`src/rtl/mips_bus_arbiter_if.sv`:
```
// mips_bus_arbiter_if
//   One Avalon-style memory link. The same bundle is used for each requester
//   port of the arbiter and for the shared slave bus.
//   master modport : drives address/read/write/writedata/byteenable,
//                    receives waitrequest/readdata/readdatavalid/error
//   slave  modport : the opposite direction
interface mips_bus_arbiter_if #(
    parameter int AW = 32,
    parameter int DW = 32
);
    logic [AW-1:0]   address;
    logic            read;
    logic            write;
    logic [DW-1:0]   writedata;
    logic [DW/8-1:0] byteenable;
    logic            waitrequest;
    logic [DW-1:0]   readdata;
    logic            readdatavalid;
    logic            error;

    modport master (
        output address, read, write, writedata, byteenable,
        input  waitrequest, readdata, readdatavalid, error
    );

    modport slave (
        input  address, read, write, writedata, byteenable,
        output waitrequest, readdata, readdatavalid, error
    );
endinterface

```
`src/rtl/mips_bus_arbiter.sv`:
```
// mips_bus_arbiter
//   Two-requester arbiter for the single memory bus of mips_cpu_bus.
//   m0 = data port (load/store), m1 = instruction fetch. One transfer in
//   flight at a time; read data is routed back to the owner and a transfer
//   the slave stalls for TIMEOUT cycles is aborted with an error pulse.
// Ports
//   clk    : clock, all state on posedge
//   reset  : asynchronous, active low
//   m0, m1 : requester links (slave modport)
//   bus    : shared slave link (master modport); readdatavalid/error unused
// Parameters
//   AW, DW  : address / data width (byteenable = DW/8)
//   TIMEOUT : max stalled cycles before abort, 0 disables
//   RR      : 1 = round-robin on tie, 0 = fixed priority m0
module mips_bus_arbiter #(
    parameter int AW      = 32,
    parameter int DW      = 32,
    parameter int TIMEOUT = 255,
    parameter int RR      = 1
) (
    input  logic                clk,
    input  logic                reset,
    mips_bus_arbiter_if.slave   m0,
    mips_bus_arbiter_if.slave   m1,
    mips_bus_arbiter_if.master  bus
);
    // Keep at least one count bit so TIMEOUT=0 still elaborates.
    localparam int CW = (TIMEOUT > 0) ? $clog2(TIMEOUT + 1) : 1;
    localparam logic [CW-1:0] TO_VAL = CW'(TIMEOUT);

    typedef enum logic [1:0] {
        S_IDLE  = 2'd0,
        S_XFER  = 2'd1,
        S_RDATA = 2'd2
    } state_t;

    state_t          r_state, w_next;
    logic            r_owner, w_owner_nxt;   // 0 = m0, 1 = m1
    logic            r_last,  w_last_nxt;    // last requester served
    logic [CW-1:0]   r_cnt,   w_cnt_nxt;
    logic [CW-1:0]   w_cnt_inc;
    logic [1:0]      r_rdv,   w_rdv;
    logic [1:0]      r_err,   w_err;
    logic [DW-1:0]   r_rdata0, r_rdata1;

    logic            w_req0, w_req1, w_pick;
    logic            w_own_rd, w_own_wr;
    logic [AW-1:0]   w_own_addr;
    logic [DW-1:0]   w_own_wd;
    logic [DW/8-1:0] w_own_be;
    logic            w_wait0, w_wait1;

    assign w_req0 = m0.read | m0.write;
    assign w_req1 = m1.read | m1.write;

    // Tie goes to whoever was not served last (RR) or always to m0.
    assign w_pick = (w_req0 && w_req1) ? ((RR != 0) ? ~r_last : 1'b0) : w_req1;

    // Owner's request; a simultaneous read+write is treated as a write.
    assign w_own_wr   = r_owner ? m1.write : m0.write;
    assign w_own_rd   = (r_owner ? m1.read : m0.read) & ~w_own_wr;
    assign w_own_addr = r_owner ? m1.address    : m0.address;
    assign w_own_wd   = r_owner ? m1.writedata  : m0.writedata;
    assign w_own_be   = r_owner ? m1.byteenable : m0.byteenable;

    // Stall counter saturates instead of wrapping.
    assign w_cnt_inc = (&r_cnt) ? r_cnt : r_cnt + 1'b1;

    always_ff @(posedge clk or negedge reset) begin
        if (!reset) begin
            r_state  <= S_IDLE;
            r_owner  <= 1'b0;
            r_last   <= 1'b1;
            r_cnt    <= '0;
            r_rdv    <= '0;
            r_err    <= '0;
            r_rdata0 <= '0;
            r_rdata1 <= '0;
        end else begin
            r_state <= w_next;
            r_owner <= w_owner_nxt;
            r_last  <= w_last_nxt;
            r_cnt   <= w_cnt_nxt;
            r_rdv   <= w_rdv;
            r_err   <= w_err;
            if (w_rdv[0]) r_rdata0 <= bus.readdata;
            if (w_rdv[1]) r_rdata1 <= bus.readdata;
        end
    end

    always_comb begin
        w_next         = r_state;
        w_owner_nxt    = r_owner;
        w_last_nxt     = r_last;
        w_cnt_nxt      = r_cnt;
        w_rdv          = '0;
        w_err          = '0;
        w_wait0        = 1'b1;
        w_wait1        = 1'b1;
        bus.address    = '0;
        bus.read       = 1'b0;
        bus.write      = 1'b0;
        bus.writedata  = '0;
        bus.byteenable = '0;
        case (r_state)
            S_IDLE: begin
                if (w_req0 || w_req1) begin
                    w_owner_nxt = w_pick;
                    w_cnt_nxt   = '0;
                    w_next      = S_XFER;
                end
            end
            S_XFER: begin
                bus.address    = w_own_addr;
                bus.read       = w_own_rd;
                bus.write      = w_own_wr;
                bus.writedata  = w_own_wd;
                bus.byteenable = w_own_be;
                if (r_owner) w_wait1 = bus.waitrequest;
                else         w_wait0 = bus.waitrequest;
                if (!(w_own_rd || w_own_wr)) begin
                    // Requester withdrew before acceptance: no error, no credit.
                    w_next = S_IDLE;
                end else if (!bus.waitrequest) begin
                    w_last_nxt = r_owner;
                    w_next     = w_own_wr ? S_IDLE : S_RDATA;
                end else begin
                    w_cnt_nxt = w_cnt_inc;
                    if ((TIMEOUT != 0) && (w_cnt_inc >= TO_VAL)) begin
                        w_err[r_owner] = 1'b1;
                        w_last_nxt     = r_owner;
                        w_next         = S_IDLE;
                    end
                end
            end
            S_RDATA: begin
                // Slave returns data this cycle; capture it for the owner.
                w_rdv[r_owner] = 1'b1;
                w_next         = S_IDLE;
            end
            default: w_next = S_IDLE;
        endcase
    end

    assign m0.waitrequest   = w_wait0;
    assign m1.waitrequest   = w_wait1;
    assign m0.readdata      = r_rdata0;
    assign m1.readdata      = r_rdata1;
    assign m0.readdatavalid = r_rdv[0];
    assign m1.readdatavalid = r_rdv[1];
    assign m0.error         = r_err[0];
    assign m1.error         = r_err[1];
endmodule

```
`src/flat_wrapper.sv`:
```
// flat-port wrapper written by rule: the top's interface ports become plain ports
module mips_bus_arbiter_flat 
#(
    parameter int AW      = 32,
    parameter int DW      = 32,
    parameter int TIMEOUT = 255,
    parameter int RR      = 1
)
  (clk, reset, m0_address, m0_read, m0_write, m0_writedata, m0_byteenable, m0_waitrequest, m0_readdata, m0_readdatavalid, m0_error, m1_address, m1_read, m1_write, m1_writedata, m1_byteenable, m1_waitrequest, m1_readdata, m1_readdatavalid, m1_error, bus_address, bus_read, bus_write, bus_writedata, bus_byteenable, bus_waitrequest, bus_readdata, bus_readdatavalid, bus_error);
  mips_bus_arbiter_if #(.AW(AW), .DW(DW)) m0_i ();
  mips_bus_arbiter_if #(.AW(AW), .DW(DW)) m1_i ();
  mips_bus_arbiter_if #(.AW(AW), .DW(DW)) bus_i ();
  input  logic clk;
  input  logic reset;
  input wire logic [$bits(m0_i.address)-1:0] m0_address;
  input wire logic [$bits(m0_i.read)-1:0] m0_read;
  input wire logic [$bits(m0_i.write)-1:0] m0_write;
  input wire logic [$bits(m0_i.writedata)-1:0] m0_writedata;
  input wire logic [$bits(m0_i.byteenable)-1:0] m0_byteenable;
  output wire logic [$bits(m0_i.waitrequest)-1:0] m0_waitrequest;
  output wire logic [$bits(m0_i.readdata)-1:0] m0_readdata;
  output wire logic [$bits(m0_i.readdatavalid)-1:0] m0_readdatavalid;
  output wire logic [$bits(m0_i.error)-1:0] m0_error;
  input wire logic [$bits(m1_i.address)-1:0] m1_address;
  input wire logic [$bits(m1_i.read)-1:0] m1_read;
  input wire logic [$bits(m1_i.write)-1:0] m1_write;
  input wire logic [$bits(m1_i.writedata)-1:0] m1_writedata;
  input wire logic [$bits(m1_i.byteenable)-1:0] m1_byteenable;
  output wire logic [$bits(m1_i.waitrequest)-1:0] m1_waitrequest;
  output wire logic [$bits(m1_i.readdata)-1:0] m1_readdata;
  output wire logic [$bits(m1_i.readdatavalid)-1:0] m1_readdatavalid;
  output wire logic [$bits(m1_i.error)-1:0] m1_error;
  output wire logic [$bits(bus_i.address)-1:0] bus_address;
  output wire logic [$bits(bus_i.read)-1:0] bus_read;
  output wire logic [$bits(bus_i.write)-1:0] bus_write;
  output wire logic [$bits(bus_i.writedata)-1:0] bus_writedata;
  output wire logic [$bits(bus_i.byteenable)-1:0] bus_byteenable;
  input wire logic [$bits(bus_i.waitrequest)-1:0] bus_waitrequest;
  input wire logic [$bits(bus_i.readdata)-1:0] bus_readdata;
  input wire logic [$bits(bus_i.readdatavalid)-1:0] bus_readdatavalid;
  input wire logic [$bits(bus_i.error)-1:0] bus_error;
  assign m0_i.address = m0_address;
  assign m0_i.read = m0_read;
  assign m0_i.write = m0_write;
  assign m0_i.writedata = m0_writedata;
  assign m0_i.byteenable = m0_byteenable;
  assign m0_waitrequest = m0_i.waitrequest;
  assign m0_readdata = m0_i.readdata;
  assign m0_readdatavalid = m0_i.readdatavalid;
  assign m0_error = m0_i.error;
  assign m1_i.address = m1_address;
  assign m1_i.read = m1_read;
  assign m1_i.write = m1_write;
  assign m1_i.writedata = m1_writedata;
  assign m1_i.byteenable = m1_byteenable;
  assign m1_waitrequest = m1_i.waitrequest;
  assign m1_readdata = m1_i.readdata;
  assign m1_readdatavalid = m1_i.readdatavalid;
  assign m1_error = m1_i.error;
  assign bus_address = bus_i.address;
  assign bus_read = bus_i.read;
  assign bus_write = bus_i.write;
  assign bus_writedata = bus_i.writedata;
  assign bus_byteenable = bus_i.byteenable;
  assign bus_i.waitrequest = bus_waitrequest;
  assign bus_i.readdata = bus_readdata;
  assign bus_i.readdatavalid = bus_readdatavalid;
  assign bus_i.error = bus_error;
  mips_bus_arbiter #(.AW(AW), .DW(DW), .TIMEOUT(TIMEOUT), .RR(RR)) u_core (.clk(clk), .reset(reset), .m0(m0_i), .m1(m1_i), .bus(bus_i));
endmodule
```
`config.mk`:
```
export PLATFORM = sky130hd
export DESIGN_NAME = mips_bus_arbiter_flat
export DESIGN_NICKNAME = d
export VERILOG_FILES = /design/src/rtl/mips_bus_arbiter_if.sv /design/src/rtl/mips_bus_arbiter.sv /design/src/flat_wrapper.sv
export SDC_FILE = /design/constraint.sdc
export NUM_CORES = 1
export LEC_CHECK = 0
export ABC_AREA = 0
export BUFFER_PORTS_ARGS = -buffer_cell sky130_fd_sc_hd__buf_2
export CAP_MARGIN = 20
export CELL_PAD_IN_SITES_DETAIL_PLACEMENT = 1
export CELL_PAD_IN_SITES_GLOBAL_PLACEMENT = 2
export CORE_MARGIN = 2
export CORE_UTILIZATION = 22
export CTS_BUF_LIST = sky130_fd_sc_hd__clkbuf_16
export DETAILED_ROUTE_END_ITERATION = 10
export GPL_TIMING_DRIVEN = 1
export MAX_ROUTING_LAYER = met4
export PLACE_DENSITY_LB_ADDON = 0.15
export SYNTH_ARGS = -nofsm -noshare
export SYNTH_HDL_FRONTEND = slang
export SYNTH_SLANG_ARGS = --single-unit
```
`constraint.sdc`:
```
create_clock -name clk -period 2.5 [get_ports clk]
set_clock_uncertainty 0.15 [all_clocks]
set_input_delay 0.75 -clock clk [delete_from_list [all_inputs] [get_ports clk]]
set_output_delay 0.75 -clock clk [all_outputs]
set_load 0.01 [all_outputs]
```
-- Word-level counts from Yosys, hierarchy flattened
Index checks and enable logic that the tools add are counted.
- register bits after elaboration: 80
- bits of input ports: 177
- output and inout bits: 140
- logic and storage cells: 70
- add/subtract/negate cells: 1
- magnitude comparators: 3
- equal/unequal tests: 7
- multiplexer cells: 35
- bitwise gates (word level): 5
- reduce and logical (&&, ||, !) cells: 11
- operator list (kind ; count):
    32-bit 2-to-1 mux ; 4
    8-bit 2-to-1 mux ; 4
    2-bit 2-to-1 mux ; 10
    8-bit case mux with 2 select lines ; 1
    1-bit 2-to-1 mux ; 12
    8-bit by 1-bit adder with 8-bit output, second input constant ; 1
    8-bit greater-or-equal comparator, second input constant ; 1
    4-bit 2-to-1 mux ; 2
    8-bit AND reduction ; 1
    2-bit by 1-bit != test with 1-bit output, second input constant ; 3
    4-bit != test, second input constant ; 1
    2-bit case mux with 2 select lines ; 1
    2-bit AND reduction ; 2
    4-bit AND reduction ; 1
    3-bit AND reduction ; 1
    2-bit by 1-bit == test with 1-bit output, second input constant ; 1
    2-bit == test, second input constant ; 1
    1-bit logical AND ; 2
    2-bit zero test ; 1
    1-bit logical OR ; 2
    1-bit by 2-bit < comparator with 1-bit output, second input constant ; 1
    2-bit != test, second input constant ; 1
    1-bit inverter ; 2
    1-bit OR ; 2
    4 further kinds ; 4

-- Depth between registers and ports, before layout
Gate-level depths: netlist (run 1).
- depth in word-level cells: 8
- mapped depth: 6
- mapped depth without buffers: 6

-- Least setup slack after synthesis (run 1)
Ideal clock, no wire load.
- path kind: register to output
- from: register u_core.r_owner
- to: output bus_address[15]
- data arrival time: 1.244 ns
- required time: 1.600 ns
- setup slack: 0.356 ns
- cell stages (with the launch flop): 5
- cells stage by stage: dfrtp_1 > buf_2 > clkbuf_1 > mux2i_1 > nor2_1
- cells in the longest elaborated chain, start to end: 2
- RTL lines (element ; RTL line ; source):
    start: declaration ; mips_bus_arbiter.sv:38 ; logic r_owner, w_owner_nxt;
    start signal: assignment ; mips_bus_arbiter.sv:81 ; r_owner <= w_owner_nxt;
    32-bit 2-to-1 mux ; mips_bus_arbiter.sv:62 ; assign w_own_addr = r_owner ? m1.address : m0.address;
    32-bit 2-to-1 mux ; mips_bus_arbiter.sv:105 ; case (r_state)
    end: declaration ; flat_wrapper.sv:33 ; output wire logic [$bits(bus_i.address)-1:0] bus_address;
No other way between the ends.

-- Worst setup path after layout (run 1)
- from: register u_core.r_owner
- to: output bus_writedata[4]
- cells in the longest elaborated chain, start to end: 2
- RTL lines (element ; RTL line ; source):
    32-bit 2-to-1 mux ; mips_bus_arbiter.sv:63 ; assign w_own_wd = r_owner ? m1.writedata : m0.writedata;
    32-bit 2-to-1 mux ; mips_bus_arbiter.sv:105 ;
    end: declaration ; flat_wrapper.sv:36 ; output wire logic [$bits(bus_i.writedata)-1:0] bus_writedata;
No other way between the ends.

==> reports/qor.yml, run 1 <==
logic_synthesis:
  ys_types: 45
  syn_nets: 640
  synthCells: 462
  ys.flop_type: "dfrtp_1"
  avgSynthCellArea_um2: 9.468
  synth.cell_area_um2: 4374
  yosys.area.top_type: "dfrtp_1"
  async_flop_share: 1.000
  synth-warning-count: 0
  synth-edff-count: 0
  yosysMostFrequentCell: "nand2_1"
  synth-seq-cells: 80
  ys_seq_area_frac: 0.4580
  synth_top_area_share: 0.4519
  netlist_top_cells_count: "nand2_1, dfrtp_1, nor2_1, mux2i_1, mux2_2"
  synth_area_leaders: "dfrtp_1, mux2i_1, nand2_1"
finish:
  drive_above_1_share: 0.5026
  instances_no_fill: 1052
  final_nets: 953
  utilization: 0.3450
  area_growth_syn_to_layout_pct: 53.52
  final_cell_area_um2: 6715
setup_path:
  r2r_slack_ns: 0.32
  required_ns: 1.60
  worstRegToRegCells: 6
  critPathTopFamily: "flip-flops"
  arrival_ns: 1.54
  cp_slowest_cell: "dfrtp_4"
  crit_chain: "buf_12 -> mux2i_1 -> nor2_1 -> buf_2"
  max_stage_delay_ns: 0.52
  cp_num_buf_inv: 2
  cp-end-kind: "output port"
  r2r_start: "u_core.r_owner"
  worstSetupPathType: "flop to output port"
  start_kind: "flop"
  regToRegEndpoint: "u_core.r_cnt[1]"
  crit_path_max_fanout: 17
timing:
  finalSetupTns_ns: 0
  maxSlewViolCount: 0
  finalSetupViolCount: 0
  relSlewSlack: 0.5966
  fmax_ghz: 0.4094
  holdWs_ns: 0.2486
  hold_viol_final: 0
  fin_crit_sh: 0.9770
  period_minus_slack_ns: 2.442
  worst_pin_slew_ns: 0.6014
  rsz0062_at_grt: "yes"
drt:
  routed_wl_mm: 19.08
  dr.pass1.iters: 4
  vias_per_cell: 4.411
  ant_nets: 0
  vias: 4640
  drc_errors: 0
  drt_iter0_drc: 138
  wl_per_cell_um: 18.14
clock_network:
  numClockSinks: 80
  cts_buffer_depth: 2
  htreeDepth: 3
  postCtsHoldBufs: 0
  worstSkewPairLatency_ns: 0.33
  cts-root-buf: "clkbuf_16"
  clk_pin_slew_ns: 0.06
  cts_buffers: 9
  cts_tree: "done"
global_route:
  grt_usage: 0.1852
  grt_antenna_before_repair: 7
  grt_first_pass_wirelength_mm: 29.57
  grt_max_degree: 57
  grt_pass1_vias: 5218
  grt-ovfl-total: 0
die:
  dieArea_um2: 21030
  start_util: 0.2248
  core_um2: 19460
  rows: 51
  fp.dieH_um: 145.0
  die_width_um: 145.0
  io-pin-count: 317
place:
  dp_cells: 1027
  gp_congestion: 0.8782
  post_dp_cell_area_um2: 6356
  dp.final_hpwl_mm: 15.52
  port_buffers: 314
pwr:
  power.leakage_uw: 0.003684
  power_density_nw_per_um2: 1112
  irDropWorstVdd_v: 0.0004737
job:
  max_cap_viol_count: 0
run_status:
  status: "complete, no violations"
worst_hold_path:
  hp-class: "input port to async pin"
## layer usage
layer / global-route usage / up-vias / routed length [um]
met4: 0.04604 / 0 / 130
met1: 0.1904 / 2240 / 7216
met2: 0.3374 / 174 / 10230
met5: - / - / 0
li1: - / 2219 / -
met3: 0.06415 / 7 / 1499
## stage by stage
step	power, uW	worst slack (ns)
finish	7465	0.05752
global route	8024	-0.02909
CTS	7565	0.01623
detailed placement	6185	0.1969
global placement	6095	0.2035
floorplan	4337	0.3561
## registers in the layout, summed over array words and instances, names as in the netlist
register and count:
u_core.r_cnt 8, u_core.r_last 1, u_core.m1.readdata 32, u_core.r_state 2, u_core.r_err 2, u_core.r_owner 1, u_core.r_rdv 2, u_core.m0.readdata 32
## how the worst max path moves through the flow
stage | from | end | slack, ns | cells after the start
3_3_place_gp | m1_write | bus_read | 0.20 | 5
2_1_floorplan | u_core.r_owner | bus_address[15] | 0.36 | 4
6_report | u_core.r_owner | bus_writedata[4] | 0.06 | 4
5_1_grt | u_core.r_owner | bus_address[27] | -0.03 | 4
4_1_cts | u_core.r_owner | bus_writedata[5] | 0.02 | 4
3_5_place_dp | m1_write | bus_read | 0.20 | 5
## power by group
group | total (uW) | switching [uW] | internal (uW)
clock | 1310 | 536 | 774
sequential | 2150 | 316 | 1830
combinational | 4000 | 2220 | 1790
## cells by family after synthesis
group / Yosys count / share of synthesized area
compound gates: 35 / 0.05206
flops: 80 / 0.4580
simple gates: 211 / 0.2117
fa+ha+maj: 1 / 0.002860
mux: 103 / 0.2451
buf+inv: 32 / 0.03032
## layout by cell type (no fill, tap or decap), drive strengths merged, types with 4 or more instances in the layout
cell type  instances
a21oi             13
buf              331
clkbuf             9
clkinv             4
dfrtp             79
diode              7
inv                4
mux2              33
mux2i             70
nand2            102
nand3              6
nor2              75
nor3               5
o21ai              6
## cell type report
class / instances / area (um2)
Clock inverter: 7 / 71.32
Clock buffer: 9 / 225.2
Tap cell: 265 / 331.6
Fill cell: 2408 / 12750
Inverter: 3 / 11.26
Timing Repair Buffer: 331 / 1780
Multi-Input combinational cell: 350 / 2271
Antenna cell: 7 / 17.52
Sequential cell: 80 / 2007
## timing repair
action	4_1_cts	5_1_grt
pin swaps	0	0
resized for setup	0	6
buffers inserted	2	0
endpoints found under the setup margin	30	14
Power figures use the tool's default switching activity.
==> run 2, diff against run 1 <==
--- a/config.mk
+++ b/config.mk
@@ -9,9 +9,9 @@
 export BUFFER_PORTS_ARGS = -buffer_cell sky130_fd_sc_hd__buf_2
 export CAP_MARGIN = 20
 export CELL_PAD_IN_SITES_DETAIL_PLACEMENT = 1
-export CELL_PAD_IN_SITES_GLOBAL_PLACEMENT = 2
+export CELL_PAD_IN_SITES_GLOBAL_PLACEMENT = 1
 export CORE_MARGIN = 2
-export CORE_UTILIZATION = 22
+export CORE_UTILIZATION = 28
 export CTS_BUF_LIST = sky130_fd_sc_hd__clkbuf_16
 export DETAILED_ROUTE_END_ITERATION = 10
 export GPL_TIMING_DRIVEN = 1
==> run 2 against run 1 <==
Net effect:
- maximum frequency shrank 0.62%
- via count shrank 0.26%
- global-route usage grew 3.2 points
- core utilization up 8.8 points
- register-to-register slack worse by 0.10 ns
- wire length shrank 7.2%
- worst setup slack got worse by 0.015 ns
- total power decreased by 2.1%
- first-iteration DRC count decreased by 20%
- combinational power down 1%
- cell count down 4.9%
- die area down 21%
- critical endpoint is now m0_waitrequest
- highest routed layer unchanged
==> reports/qor.yml, run 2 (synthesized netlist as in run 1, its figures left out) <==
setup_path:
  crit_path_end: "m0_waitrequest"
  r2r_slack_ns: 0.22  # -0.10 ns
  r2r_start: "u_core.r_owner"
  worstSetupPathType: "flop to output port"
  critPathTopFamily: "flip-flops"
  max_stage_delay_ns: 0.55  # +0.03 ns
  start_kind: "flop"
  required_ns: 1.60  # about the same
  cp.depth: 3  # -1
  arrival_ns: 1.56  # +0.02 ns
  crit_start: "u_core.r_owner"
  regToRegEndpoint: "u_core.r_cnt[1]"
  cp-end-kind: "output port"
  cp_slowest_cell: "dfrtp_4"
  crit_path_max_fanout: 13  # -4
  cp_num_buf_inv: 2  # unchanged
  worstRegToRegCells: 7  # +1
  crit_chain: "buf_12 -> or3_1 -> buf_2"
pwr:
  p_comb_frac: 0.542  # +0.005
  seq_power_share: 0.296  # +0.008
  p_int_uw: 4303  # -2.1%
  p_clk_frac: 0.162  # -0.013
  power_density_nw_per_um2: 1106  # -0.52%
  swShare: 0.4110  # about the same
  power.leakage_uw: 0.003690  # +0.17%
  p_sw_uw: 3003  # -2.2%
  irDropWorstVdd_v: 0.0003749  # -21%
drt:
  dr.pass1.iters: 4  # unchanged
  wl_per_cell_um: 17.71  # -2.4%
  drt_iter0_drc: 111  # -20%
  vias: 4628  # -0.26%
  ant_nets: 0  # unchanged
  vias_per_cell: 4.628  # +4.9%
  routed_wl_mm: 17.71  # -7.2%
  drc_errors: 0  # unchanged
timing:
  relSlewSlack: 0.6023  # +0.005687
  maxSlewViolCount: 0  # unchanged
  fin_crit_sh: 0.9831  # +0.006123
  worst_pin_slew_ns: 0.5929  # -0.008479 ns
  finalSetupViolCount: 0  # unchanged
  hold_viol_final: 0  # unchanged
  rsz0062_at_grt: "yes"
  period_minus_slack_ns: 2.458  # +0.01531 ns
  holdWs_ns: 0.2584  # +0.009815 ns
  fmax_ghz: 0.4069  # -0.62%
place:
  dp.final_hpwl_mm: 14.34  # -7.6%
  post_dp_cell_area_um2: 6279  # -1.2%
  port_buffers: 314  # unchanged
  gp_congestion: 0.8572  # -2.4%
clock_network:
  cts_tree: "done"
  numClockSinks: 80  # unchanged
  cts_buffers: 9  # unchanged
  worstSkewPairLatency_ns: 0.33  # about the same
  htreeDepth: 3  # unchanged
  clk_pin_slew_ns: 0.06  # about the same
  cts_buffer_depth: 2  # unchanged
  postCtsHoldBufs: 0  # unchanged
  cts-root-buf: "clkbuf_16"
finish:
  final_cell_area_um2: 6608  # -1.6%
  drive_above_1_share: 0.4987  # -0.003843
  final_cell_mix: "buf_2, nand2_1, dfrtp_1, nor2_1, mux2i_1"
  area_growth_syn_to_layout_pct: 51.06
  utilization: 0.4330  # +0.08801
  n_fill_cell: 1888  # -22%
  final_nets: 955  # +0.21%
  layout_commonest_cell: "buf_2"
die:
  die_width_um: 129.0  # -11%
  rows: 45  # -12%
  dieArea_um2: 16640  # -21%
  io-pin-count: 317  # unchanged
  fp.dieH_um: 129.0  # -11%
  core_um2: 15260  # -22%
  start_util: 0.2867  # +0.06192
global_route:
  grt_antenna_before_repair: 7  # unchanged
  grt_first_pass_wirelength_mm: 27.05  # -8.5%
  grt_max_degree: 60  # +5.3%
  grt-ovfl-total: 0  # unchanged
  grt_usage: 0.2170  # +0.03186
  grt_pass1_vias: 5095  # -2.4%
job:
  max_cap_viol_count: 0  # unchanged
worst_hold_path:
  hp-class: "input port to async pin"
run_status:
  status: "complete, no violations"
==> run 2: cell types whose count changed in the layout (fill, tap and decap cells not counted), sizes merged <==
cell / delta
bufinv: -1
buf: +2
inv: +1
==> run 2: layout make-up <==
class	instances	area, um2	area share
antenna	7	17.52	0.002651
clock buffer	9	225.2	0.03408
clock inverter	7	41.29	0.006249
inverter	3	11.26	0.001704
multi-input combinational	350	2250	0.3405
sequential	80	2008	0.3039
tap	211	264.0	0.03995
timing repair buffer	333	1790	0.2710
==> run 2: worst min path at each step <==
stage / end / cells after the start
final: u_core.m1.readdata[26] / 1
after global routing: u_core.m1.readdata[26] / 1
after CTS: u_core.m1.readdata[26] / 1
after detailed placement: u_core.m1.readdata[29] / 2
after global placement: u_core.m1.readdata[23] / 2
after floorplan: u_core.m0.readdata[0] / 0
==> run 2: power groups by stage <==
stage	sequential, uW	clock (uW)	combinational [uW]
after global placement	2220	0	3780
after detailed placement	2250	0	3850
after floorplan	2360	0	1980
after CTS	2170	1220	3990
after global routing	2240	1270	4340
final	2160	1180	3960
==> run 2: what timing repair did <==
| item | 4_1_cts | 5_1_grt |
|---|---|---|
| resized for setup | 3 | 3 |
| buffers inserted | 2 | 0 |
| setup endpoints to repair | 60 | 7 |
| pin swaps | 0 | 1 |
==> run 2: routing by layer <==
layer,vias up,wire (um),track usage,share of wire
met1,2195,6779,0.2360,0.38
met5,-,0,-,0
met4,0,423,0.08120,0.024
li1,2223,-,-,-
met2,182,9199,0.3754,0.52
met3,28,1304,0.06362,0.074
==> run 2: per-stage QoR <==
step	total power, uW	cells	setup WS, ns	TNS [ns]
detailed placement	6100	975	0.2015	0
finish	7306	1000	0.04221	0
global placement	6003	975	0.2107	0
global route	7858	1000	-0.02068	-0.02068
CTS	7388	993	0.001198	0
floorplan	4337	462	0.3561	0
==> run 2: worst reg2reg max path, stage by stage, from the launching register on <==
cell     delay [ns]
dfrtp_4        0.55
buf_12         0.18
buf_4          0.16
nor3_1         0.41
o32ai_1        0.15
and2b_1        0.27
o21ai_1        0.17
a32o_1         0.17
==> run 3, diff against run 2 <==
--- a/config.mk
+++ b/config.mk
@@ -8,12 +8,10 @@
 export ABC_AREA = 0
 export BUFFER_PORTS_ARGS = -buffer_cell sky130_fd_sc_hd__buf_2
 export CAP_MARGIN = 20
-export CELL_PAD_IN_SITES_DETAIL_PLACEMENT = 1
-export CELL_PAD_IN_SITES_GLOBAL_PLACEMENT = 1
-export CORE_MARGIN = 2
-export CORE_UTILIZATION = 28
+export CORE_AREA = 2 2 123 125
 export CTS_BUF_LIST = sky130_fd_sc_hd__clkbuf_16
 export DETAILED_ROUTE_END_ITERATION = 10
+export DIE_AREA = 0 0 125 127
 export GPL_TIMING_DRIVEN = 1
 export MAX_ROUTING_LAYER = met4
 export PLACE_DENSITY_LB_ADDON = 0.15
==> run 3 against run 2 <==
Net effect:
- largest power group unchanged
- total power grew 7.4%
- hold slack lost 0.076 ns
- first-iteration DRC count grew 51%
- sequential power is essentially flat
- core utilization grew 4.4 points
- non-clock buffer count grew 10
- die area shrank 4.6%
- critical path depth grew 2
- register-to-register slack gained 0.08 ns
- global-route usage shrank 0.52 points
- sequential share of layout area shrank 1.2 points
- clock-buffer cell count is the same
==> reports/qor.yml, run 3 (synthesized netlist as in run 1, its figures left out) <==
run_status:
  status: "complete, no violations"
clock_network:
  worstSkewPairLatency_ns: 0.33  # about the same
  cts_buffer_depth: 2  # unchanged
  htreeDepth: 3  # unchanged
  clk_pin_slew_ns: 0.06  # about the same
  cts-root-buf: "clkbuf_16"
  cts_buffers: 9  # unchanged
  cts_tree: "done"
  numClockSinks: 80  # unchanged
  postCtsHoldBufs: 0  # unchanged
pwr:
  irDropWorstVdd_v: 0.0004828  # +29%
  p_clk_frac: 0.179  # +0.017
  p_int_uw: 4769  # +11%
  power.leakage_uw: 0.003764  # +2.0%
  swShare: 0.3924  # -0.01864
  p_comb_frac: 0.549  # +0.007
  power_density_nw_per_um2: 1140  # +3.1%
  seq_power_share: 0.271  # -0.025
  p_sw_uw: 3080  # +2.5%
drt:
  vias: 4703  # +1.6%
  drc_errors: 0  # unchanged
  vias_per_cell: 4.779  # +3.3%
  drt_iter0_drc: 168  # +51%
  ant_nets: 0  # unchanged
  dr.pass1.iters: 4  # unchanged
  routed_wl_mm: 16.96  # -4.2%
  wl_per_cell_um: 17.23  # -2.7%
die:
  rows: 44  # -2.2%
  dieArea_um2: 15880  # -4.6%
  fp.dieH_um: 127  # -1.5%
  die_width_um: 125  # -3.1%
  io-pin-count: 317  # unchanged
  start_util: 0.3033  # +0.01659
  core_um2: 14420  # -5.5%
finish:
  final_nets: 965  # +1.0%
  instances_no_fill: 984  # -1.6%
  area_growth_syn_to_layout_pct: 57.41
  n_fill_cell: 1412  # -25%
  final_cell_mix: "buf_2, nand2_1, dfrtp_1, nor2_1, mux2i_1"
  multi_input_area_um2: 2372  # +5.5%
  final_cell_area_um2: 6885  # +4.2%
  drive_above_1_share: 0.5240  # +0.02527
  regArea_um2: 2007  # about the same
  layout_commonest_cell: "buf_2"
setup_path:
  r2r_slack_ns: 0.30  # +0.08 ns
  crit_path_max_fanout: 10  # -3
  r2r_start: "u_core.r_owner"
  required_ns: 1.60  # about the same
  arrival_ns: 1.58  # +0.02 ns
  crit_start: "u_core.r_owner"
  cp-end-kind: "output port"
  start_kind: "flop"
  worstSetupPathType: "flop to output port"
timing:
  worst_pin_slew_ns: 0.6276  # +0.03462 ns
  relSlewSlack: 0.5785  # -0.02384
  maxSlewViolCount: 0  # unchanged
  fmax_ghz: 0.4039  # -0.74%
  period_minus_slack_ns: 2.476  # +0.01833 ns
  holdWs_ns: 0.1824  # -0.07598 ns
  rsz0062_at_grt: "yes"
  finalSetupTns_ns: 0  # unchanged
  finalSetupViolCount: 0  # unchanged
  hold_viol_final: 0  # unchanged
  fin_crit_sh: 0.9904  # +0.007331
place:
  dp.final_hpwl_mm: 13.28  # -7.4%
  post_dp_cell_area_um2: 6262  # -0.26%
  dp_cells: 952  # -2.4%
  gp_congestion: 0.9570  # +12%
  port_buffers: 314  # unchanged
global_route:
  grt_first_pass_wirelength_mm: 25.56  # -5.5%
  grt_max_degree: 42  # -30%
  grt_antenna_before_repair: 7  # unchanged
  grt_usage: 0.2118  # -0.005195
  grt_pass1_vias: 4792  # -5.9%
  grt-ovfl-total: 0  # unchanged
job:
  max_cap_viol_count: 0  # unchanged
worst_hold_path:
  hp-class: "input port to async pin"
-- run 3: changes by cell type in the layout (fill, tap and decap cells not counted), moves of 2 or more --
cell / delta
buf_8: +2
buf_4: +4
buf_6: +3
bufinv_16: +2
mux2i_1: -14
mux2i_2: +7
mux2i_4: +7
clkbuf_16: +2
-- run 3: critical path, cell delays in order (launching register included) --
cell	delay, ns
dfrtp_4	0.51
buf_6	0.15
buf_12	0.15
mux2i_4	0.19
nor2_1	0.10
buf_2	0.14
-- run 3: final timing paths --
kind / end / cells after the start
max in group asynchronous: u_core.m0.readdata[0] / 2
setup reg to reg: u_core.r_cnt[1] / 7
min in group clk: u_core.m1.readdata[16] / 2
hold / removal: u_core.m0.readdata[9] / 1
hold reg to reg: u_core.m1.readdata[16] / 2
setup / recovery: bus_writedata[8] / 5
-- run 3: through the flow --
stage	total power (uW)	setup WS [ns]	util
floorplan	4337	0.3561	-
global placement	5989	-0.006844	0.4342
detailed placement	6046	-0.05253	0.4342
CTS	7684	-0.003849	0.4636
global route	8370	-0.04299	0.4774
finish	7848	0.02388	0.4774
-- run 3: metal layers --
metal  GRT usage  share of wire  routed length [um]  vias up
met4     0.08562          0.025                 423        0
met5           -              0                   0        -
li1            -              -                   -     2242
met2      0.3648           0.52                8779      205
met1      0.2377           0.39                6567     2236
met3     0.05151          0.070                1187       20
-- run 3: power by group through the flow --
stage | combinational [uW] | sequential (uW) | clock, uW
CTS | 4100 | 2130 | 1450
global placement | 3800 | 2190 | 0
finish | 4310 | 2130 | 1410
floorplan | 1980 | 2360 | 0
global route | 4650 | 2210 | 1510
detailed placement | 3830 | 2210 | 0
-- run 3: cell type report --
type / instances / area share
well taps: 184 / 0.03344
diodes: 8 / 0.002908
flip-flops and latches: 80 / 0.2915
multi-input cells: 350 / 0.3445
inverters: 3 / 0.001635
repair buffers: 343 / 0.2791
clock buffers: 9 / 0.03271
clock inverters: 7 / 0.01417
-- run 3: timing repair --
| action | 4_1_cts | 5_1_grt |
|---|---|---|
| setup buffers | 6 | 0 |
| gates resized for setup | 11 | 25 |
| setup endpoints to repair | 67 | 46 |
| pin swaps | 0 | 2 |
| cloned | 0 | 2 |
